$ cat src/rtl/ex_muldiv_unit.sv
// rtl/ex_muldiv_unit.sv - iterative unsigned multiply/divide unit writing HI/LO for the execute stage
module ex_muldiv_unit #(
    parameter int WIDTH = 32,
    parameter int CNT_W = 6
) (
    input  logic             clk_i,
    input  logic             rst_i,
    input  logic             start_i,
    input  logic [1:0]       op_i,
    input  logic [WIDTH-1:0] RSdata_i,
    input  logic [WIDTH-1:0] RTdata_i,
    input  logic [4:0]       RDaddr_i,
    input  logic             flush_i,
    output logic             busy_o,
    output logic             done_o,
    output logic [WIDTH-1:0] hi_o,
    output logic [WIDTH-1:0] lo_o,
    output logic [4:0]       RDaddr_o
);

    typedef enum logic [1:0] {
        S_IDLE = 2'd0,
        S_MUL  = 2'd1,
        S_DIV  = 2'd2,
        S_DONE = 2'd3
    } state_t;

    localparam logic [1:0] OP_MULTU = 2'b01;
    localparam logic [1:0] OP_DIVU  = 2'b10;

    state_t             state;
    state_t             state_nxt;
    logic [CNT_W-1:0]   cnt;
    logic [WIDTH-1:0]   opa;        // multiplicand or divisor
    logic [WIDTH-1:0]   opb;        // multiplier, consumed one bit per step
    logic [2*WIDTH-1:0] acc;        // product, or {remainder, dividend/quotient}
    logic [4:0]         tag;

    logic               accept;
    logic               div_zero;
    logic               iterating;
    logic               last_iter;
    logic [WIDTH:0]     mul_sum;
    logic [WIDTH:0]     rem_shift;
    logic [WIDTH:0]     rem_diff;
    logic [2*WIDTH-1:0] acc_step;

    always_comb begin
        accept    = start_i && ((op_i == OP_MULTU) || (op_i == OP_DIVU))
                    && ((state == S_IDLE) || (state == S_DONE)) && !flush_i;
        div_zero  = (op_i == OP_DIVU) && (RTdata_i == '0);
        iterating = (state == S_MUL) || (state == S_DIV);
        last_iter = (cnt == CNT_W'(WIDTH - 1));
    end

    // One shift-add multiply step or one restoring-divide step on acc.
    always_comb begin
        mul_sum   = {1'b0, acc[2*WIDTH-1:WIDTH]} + (opb[0] ? {1'b0, opa} : '0);
        rem_shift = acc[2*WIDTH-1:WIDTH-1];
        rem_diff  = rem_shift - {1'b0, opa};
        acc_step  = '0;
        if (state == S_MUL) begin
            acc_step = {mul_sum, acc[WIDTH-1:1]};
        end else if (rem_shift >= {1'b0, opa}) begin
            acc_step = {rem_diff[WIDTH-1:0], acc[WIDTH-2:0], 1'b1};
        end else begin
            acc_step = {acc[2*WIDTH-2:0], 1'b0};
        end
    end

    always_ff @(posedge clk_i or posedge rst_i) begin
        if (rst_i) begin
            state <= S_IDLE;
        end else begin
            state <= state_nxt;
        end
    end

    always_comb begin
        state_nxt = state;
        case (state)
            S_IDLE, S_DONE: begin
                if (accept) begin
                    if (op_i == OP_MULTU) begin
                        state_nxt = S_MUL;
                    end else if (div_zero) begin
                        state_nxt = S_DONE;
                    end else begin
                        state_nxt = S_DIV;
                    end
                end else begin
                    state_nxt = S_IDLE;
                end
            end
            S_MUL, S_DIV: begin
                if (flush_i) begin
                    state_nxt = S_IDLE;
                end else if (last_iter) begin
                    state_nxt = S_DONE;
                end
            end
            default: state_nxt = S_IDLE;
        endcase
    end

    always_comb begin
        busy_o = iterating;
        done_o = (state == S_DONE);
    end

    always_ff @(posedge clk_i or posedge rst_i) begin
        if (rst_i) begin
            cnt      <= '0;
            opa      <= '0;
            opb      <= '0;
            acc      <= '0;
            tag      <= '0;
            hi_o     <= '0;
            lo_o     <= '0;
            RDaddr_o <= '0;
        end else if (accept) begin
            cnt <= '0;
            tag <= RDaddr_i;
            if (op_i == OP_MULTU) begin
                opa <= RSdata_i;
                opb <= RTdata_i;
                acc <= '0;
            end else begin
                opa <= RTdata_i;
                opb <= '0;
                acc <= {{WIDTH{1'b0}}, RSdata_i};
            end
            // Divide by zero bypasses iteration and completes on the next cycle.
            if (div_zero) begin
                hi_o     <= RSdata_i;
                lo_o     <= '1;
                RDaddr_o <= RDaddr_i;
            end
        end else if (iterating && !flush_i) begin
            acc <= acc_step;
            opb <= opb >> 1;
            cnt <= cnt + CNT_W'(1);
            if (last_iter) begin
                hi_o     <= acc_step[2*WIDTH-1:WIDTH];
                lo_o     <= acc_step[WIDTH-1:0];
                RDaddr_o <= tag;
            end
        end
    end

endmodule

$ cat config.mk
export PLATFORM = sky130hd
export DESIGN_NAME = ex_muldiv_unit
export DESIGN_NICKNAME = d
export VERILOG_FILES = /design/src/rtl/ex_muldiv_unit.sv
export SDC_FILE = /design/constraint.sdc
export NUM_CORES = 1
export LEC_CHECK = 0
export BUFFER_PORTS_ARGS = -buffer_cell sky130_fd_sc_hd__buf_4
export CELL_PAD_IN_SITES_DETAIL_PLACEMENT = 2
export CELL_PAD_IN_SITES_GLOBAL_PLACEMENT = 2
export CORE_ASPECT_RATIO = 0.9
export CORE_UTILIZATION = 37
export DETAILED_ROUTE_END_ITERATION = 16
export HOLD_SLACK_MARGIN = 0.12
export PLACE_DENSITY_LB_ADDON = 0.2
export SYNTH_ARGS = -nofsm -noshare
export SYNTH_HDL_FRONTEND = slang
export SYNTH_SLANG_ARGS = --single-unit
$ cat constraint.sdc
create_clock -name clk_i -period 8.7 [get_ports clk_i]
set_input_delay 1.305 -clock clk_i [delete_from_list [all_inputs] [get_ports clk_i]]
set_output_delay 1.305 -clock clk_i [all_outputs]
set_load 0.02 [all_outputs]
== Word level (Yosys, flattened, before mapping) ==
Cells that the tools add are included.
Operators by class
  add/subtract/negate cells: 3
  multiply operators: 0
  div/mod/pow operators: 0
  order comparisons: 1
  equality and inequality tests: 8
  shift-type cells: 0
  mux-type cells: 30
  bitwise operators: 0
  reductions and logical operators: 16
Operators by type and width (number)
  32-bit 2-to-1 mux: 14
  64-bit 2-to-1 mux: 4
  32-bit by 32-bit adder with 33-bit output: 1
  33-bit by 32-bit >= comparator with 1-bit output: 1
  32-bit zero test: 1
  32-bit subtractor: 1
  5-bit 2-to-1 mux: 4
  6-bit 2-to-1 mux: 2
  2-bit 2-to-1 mux: 4
  6-bit by 1-bit adder with 6-bit output, second input constant: 1
  2-bit equality test, second input constant: 3
  6-bit by 5-bit equality test with 1-bit output, second input constant: 1
  1-bit logical AND: 5
  2-bit by 1-bit equality test with 1-bit output, second input constant: 2
  2-bit one-hot mux with 2 select lines: 1
  2-bit nonzero test: 2
  2-bit OR reduction: 2
  1-bit logical OR: 3
  3-bit inequality test, second input constant: 1
  3-bit AND reduction: 1
  2-bit zero test: 1
  2-bit by 1-bit inequality test with 1-bit output, second input constant: 1
  1-bit zero test: 1
  1-bit 2-to-1 mux: 1
Word-level totals
  flip-flop bits (word level): 210
  bits in latches: 0
  RAM bits: 0
  memory bits (read-only): 0
  output and inout bits: 71
  word-level logic and storage cells: 67
  memories: 0

== Depth between registers and ports, before layout ==
  depth after elaboration: 7
  gate-level depth with buffers: 14
  mapped depth without buffers: 13

== Least setup slack after synthesis ==
OpenSTA, ideal clock, no wires.
  kind: input to register
  start point: input op_i[0]
  end point: register hi_o[9]
  setup time: 0.136 ns
  data arrival time: 3.327 ns
  path slack: 5.238 ns
  stages: 13
  path buffers: 4
  path through: inv_1 ha_1 or4b_1 clkbuf_1 nor4_2 nand4_1 nand2_1 buf_4 o21ai_1 buf_2 buf_6 a21oi_1 o21ai_0
On the way
  longest elaborated chain between the ends: 7
  elaborated cells between the ends (all ways): 12
Ends and longest elaborated chain
  start: declaration: line 9  | input logic [1:0] op_i,
  2-bit by 1-bit equality test with 1-bit output / 2-bit equality test (equally long branches): line 49, 51
  1-bit logical OR: line 49  | accept = start_i && ((op_i == OP_MULTU) || (op_i == OP_DIVU))
  1-bit logical AND: line 49
  1-bit logical AND (2 in a row): line 50  | && ((state == S_IDLE) || (state == S_DONE)) && !flush_i;
  2-bit by 1-bit inequality test with 1-bit output (no source line) / 2-bit nonzero test (equally long branches)
  3-bit AND reduction (no source line)
  end signal: assignment: line 135  | hi_o <= RSdata_i;
  end signal: assignment: line 144  | hi_o <= acc_step[2*WIDTH-1:WIDTH];
  end: declaration: line 16  | output logic [WIDTH-1:0] hi_o,
Several ways; a longest one is shown, not always the timed one.
A chain may end at the register's enable or synchronous reset.

== Final worst setup path ==
  start point: input op_i[0]
  end point: register hi_o[29]
The elaborated chain is that of the path after synthesis.

==> impl_metrics.toml <==
[clocking]
cts.repair.resized = 0
cts_sinks = 210
cts_tree = "built"
cts_hold_buf = 0
postCtsSetupBuffers = 0
clk-insertion-delay-late_ns = 0.53
clkTransAtPathRegs_ns = 0.06
htree_num_levels = 1
numCtsBuffers = 24
cts_buffer_depth = 3
root_buffer = "clkbuf_16"

[global_routing]
grt_pass1_vias = 14400
grt_pass1_wl_mm = 86.2
grt_max_degree = 109
grt_usage = 0.281
grt-ovfl-total = 0
antenna_found_initial = 0

[timing]
holdWs_ns = 0.478
fin_tns_setup_ns = 0
slew_viol_final = 0
period_share = 0.639
max_freq_mhz = 180
tightest_slew_ns = 1.15
relSlewSlack = 0.224
period_needed_ns = 5.56
finalWorstSetupSlack_ns = 3.14
rsz0062_at_grt = "false"
skew_ns = 0.0103
hold_viol = 0
final-setup-viol-count = 0

[power_and_ir_drop]
internal-power_mw = 3.45
pwr-share-clk = 0.167
power.leakage_nw = 7.28
cellPowerDensity_nw_per_um2 = 398
p_seq_frac = 0.276
irDropWorstVdd_v = 0.000183
p_sw_mw = 3.05
switching_share = 0.469
power.share.combinational = 0.556

[die]
die_x_um = 208
num_rows = 67
start_util = 0.377
pin_count = 146
dieArea_um2 = 39000
die_y_um = 187
coreArea_um2 = 37500

[yosys]
ys_warn_count = 0
syn_inst = 1676
synth_top_area_frac = 0.372
postSynthAreaPerCell_um2 = 8.44
syn_area_um2 = 14100
synthTopCellsByArea = "dfrtp_1, a21oi_1, ha_1"
synth_edf_count = 0
synth-async-reset-ratio = 1.00
ys_types = 81
synth-seq-area-share = 0.372
synth-seq-cells = 210
ys.flop_type = "dfrtp_1"
yosysTopAreaCell = "dfrtp_1"
syn_nets = 1822

[layout]
utilization = 0.436
area_growth_pct = 15.7
final_cell_mix = "nand2_1, dfrtp_1, a21oi_1, buf_4, o21ai_0"
final_common_cell = "nand2_1"
antenna_cells = 0
num-nets-final = 1891
fin_cells = 2245
drive_gt1_frac = 0.140

[min_path]
hp-start = "tag[3]$_DFFE_PP0P_"
hp-class = "flip-flop to flip-flop"

[critical_path]
critPathLaunch = "op_i[0]"
worstPathArrival_ns = 5.98
required_ns = 9.12
max_stage_delay_ns = 0.92
start_kind = "primary input"
crit_chain = "buf_4, inv_1, ha_1, nor4b_1, nand4_1, nor4_1, nand4_1, nand2_1, o21a_4, nand2_1, o21ai_0"
worstSetupEndpointType = "flip-flop"
worst-path-max-fanout = 83
path_class = "primary input to flip-flop"
reg2reg_from = "state[0]$_DFFE_PP0P_"
crit_slowest_cell = "nor4b_1"

[run]
drv_cap = 0

[placement]
io_buffers = 145
place.gp.congestion = 0.894
dp_cells = 2202
dpl.hpwl_mm = 40.1
post-place-ws_ns = 2.76

[detailed_routing]
drc = 0
dr.pass1.iters = 5
first_iter_violations = 807
wl_per_cell_um = 24.5
vias = 13500
drtAntennaViolNets = 0
viasPerCell = 6.00
routed_wl_mm = 55.1

[run_status]
status = "completed"
## synthesized netlist by cell type (5+ instances only)
library cell and count:
nand2_1 212, dfrtp_1 210, a21oi_1 184, o21ai_0 138, nor2_1 118, clkbuf_1 85
a31oi_1 73, mux2i_1 71, ha_1 69, inv_1 55, and2_1 35, nand3b_1 34
nand3_1 32, xnor2_1 28, o21ai_1 24, nand4_1 23, and3_1 21, xor2_1 20
o211ai_1 19, o21a_1 15, a21o_1 14, nor3_1 13, buf_2 12, nor2b_1 11
nor4_1 10, a211oi_1 9, nand2b_1 9, mux2_4 8, or3_1 8, buf_1 7
mux2_2 7, o31ai_1 6, a211o_1 5, buf_4 5, o21bai_1 5, o31a_1 5
## path summary, 6_finish.rpt
path | endpoint | slack, ns | cells past startpoint
worst max register to register | hi_o[29]$_DFFE_PP0P_ | 4.01 | 9
max in group asynchronous | acc[36]$_DFFE_PP0P_ | 6.37 | 3
worst max-delay path | hi_o[29]$_DFFE_PP0P_ | 3.14 | 11
worst min-delay path | tag[3]$_DFFE_PP0P_ | 0.48 | 2
min in group asynchronous | RDaddr_o[2]$_DFFE_PP0P_ | 0.88 | 2
worst min register to register | tag[3]$_DFFE_PP0P_ | 0.48 | 2
## worst max-delay path, delay by kind of cell
family,cells,cell delay [ns]
AO/OA/AOI/OAI,2,1.28
buffers and inverters,2,0.17
AND/OR/NAND/NOR,6,3.05
adder cells (fa/ha/maj),1,0.15
## routing by layer
| layer | wire length (um) | GRT usage | vias up | share of wire |
|---|---|---|---|---|
| li1 | - | - | 6164 | - |
| met1 | 24400 | 0.364 | 6912 | 0.44 |
| met2 | 26800 | 0.485 | 285 | 0.49 |
| met3 | 1930 | 0.0337 | 102 | 0.035 |
| met4 | 1930 | 0.0969 | 0 | 0.035 |
| met5 | 0 | 0 | - | 0 |
## layout make-up
cell class                 instances  area [um^2]
tap                              483          604
clock inverter                     5         77.6
timing repair buffer             156         1170
multi-input combinational       1296         8250
sequential                       210         5260
fill                            4166        21100
clock buffer                      38          774
inverter                          57          221
## metrics by stage
step	total power [mW]	cell area, um^2
floorplan	4.10	14100
global placement	5.23	15500
detailed placement	5.40	15500
CTS	6.54	16400
global route	6.92	16400
finish	6.50	16400
## logic make-up (layout without fill, tap and decap cells)
group,Yosys count,after routing,share of synthesized area
compound gates,548,548,0.236
xor+xnor,48,48,0.0297
fa+ha+maj,71,71,0.0639
buf+inv,170,256,0.0496
flops,210,210,0.372
mux,87,87,0.0651
simple gates,542,542,0.184
## power by group through the flow
stage	logic [mW]	clock network (mW)	registers [mW]
CTS	3.63	1.11	1.80
global placement	3.45	0	1.78
finish	3.62	1.09	1.80
floorplan	2.31	0	1.80
detailed placement	3.60	0	1.80
global route	3.93	1.15	1.84
## flip-flops by register name (all words and copies together) (netlist names)
signal / count
acc: 64
hi_o: 32
lo_o: 32
opa: 32
opb: 32
cnt: 6
RDaddr_o: 5
tag: 5
state: 2
No activity file was read; power rests on OpenSTA's default activity.
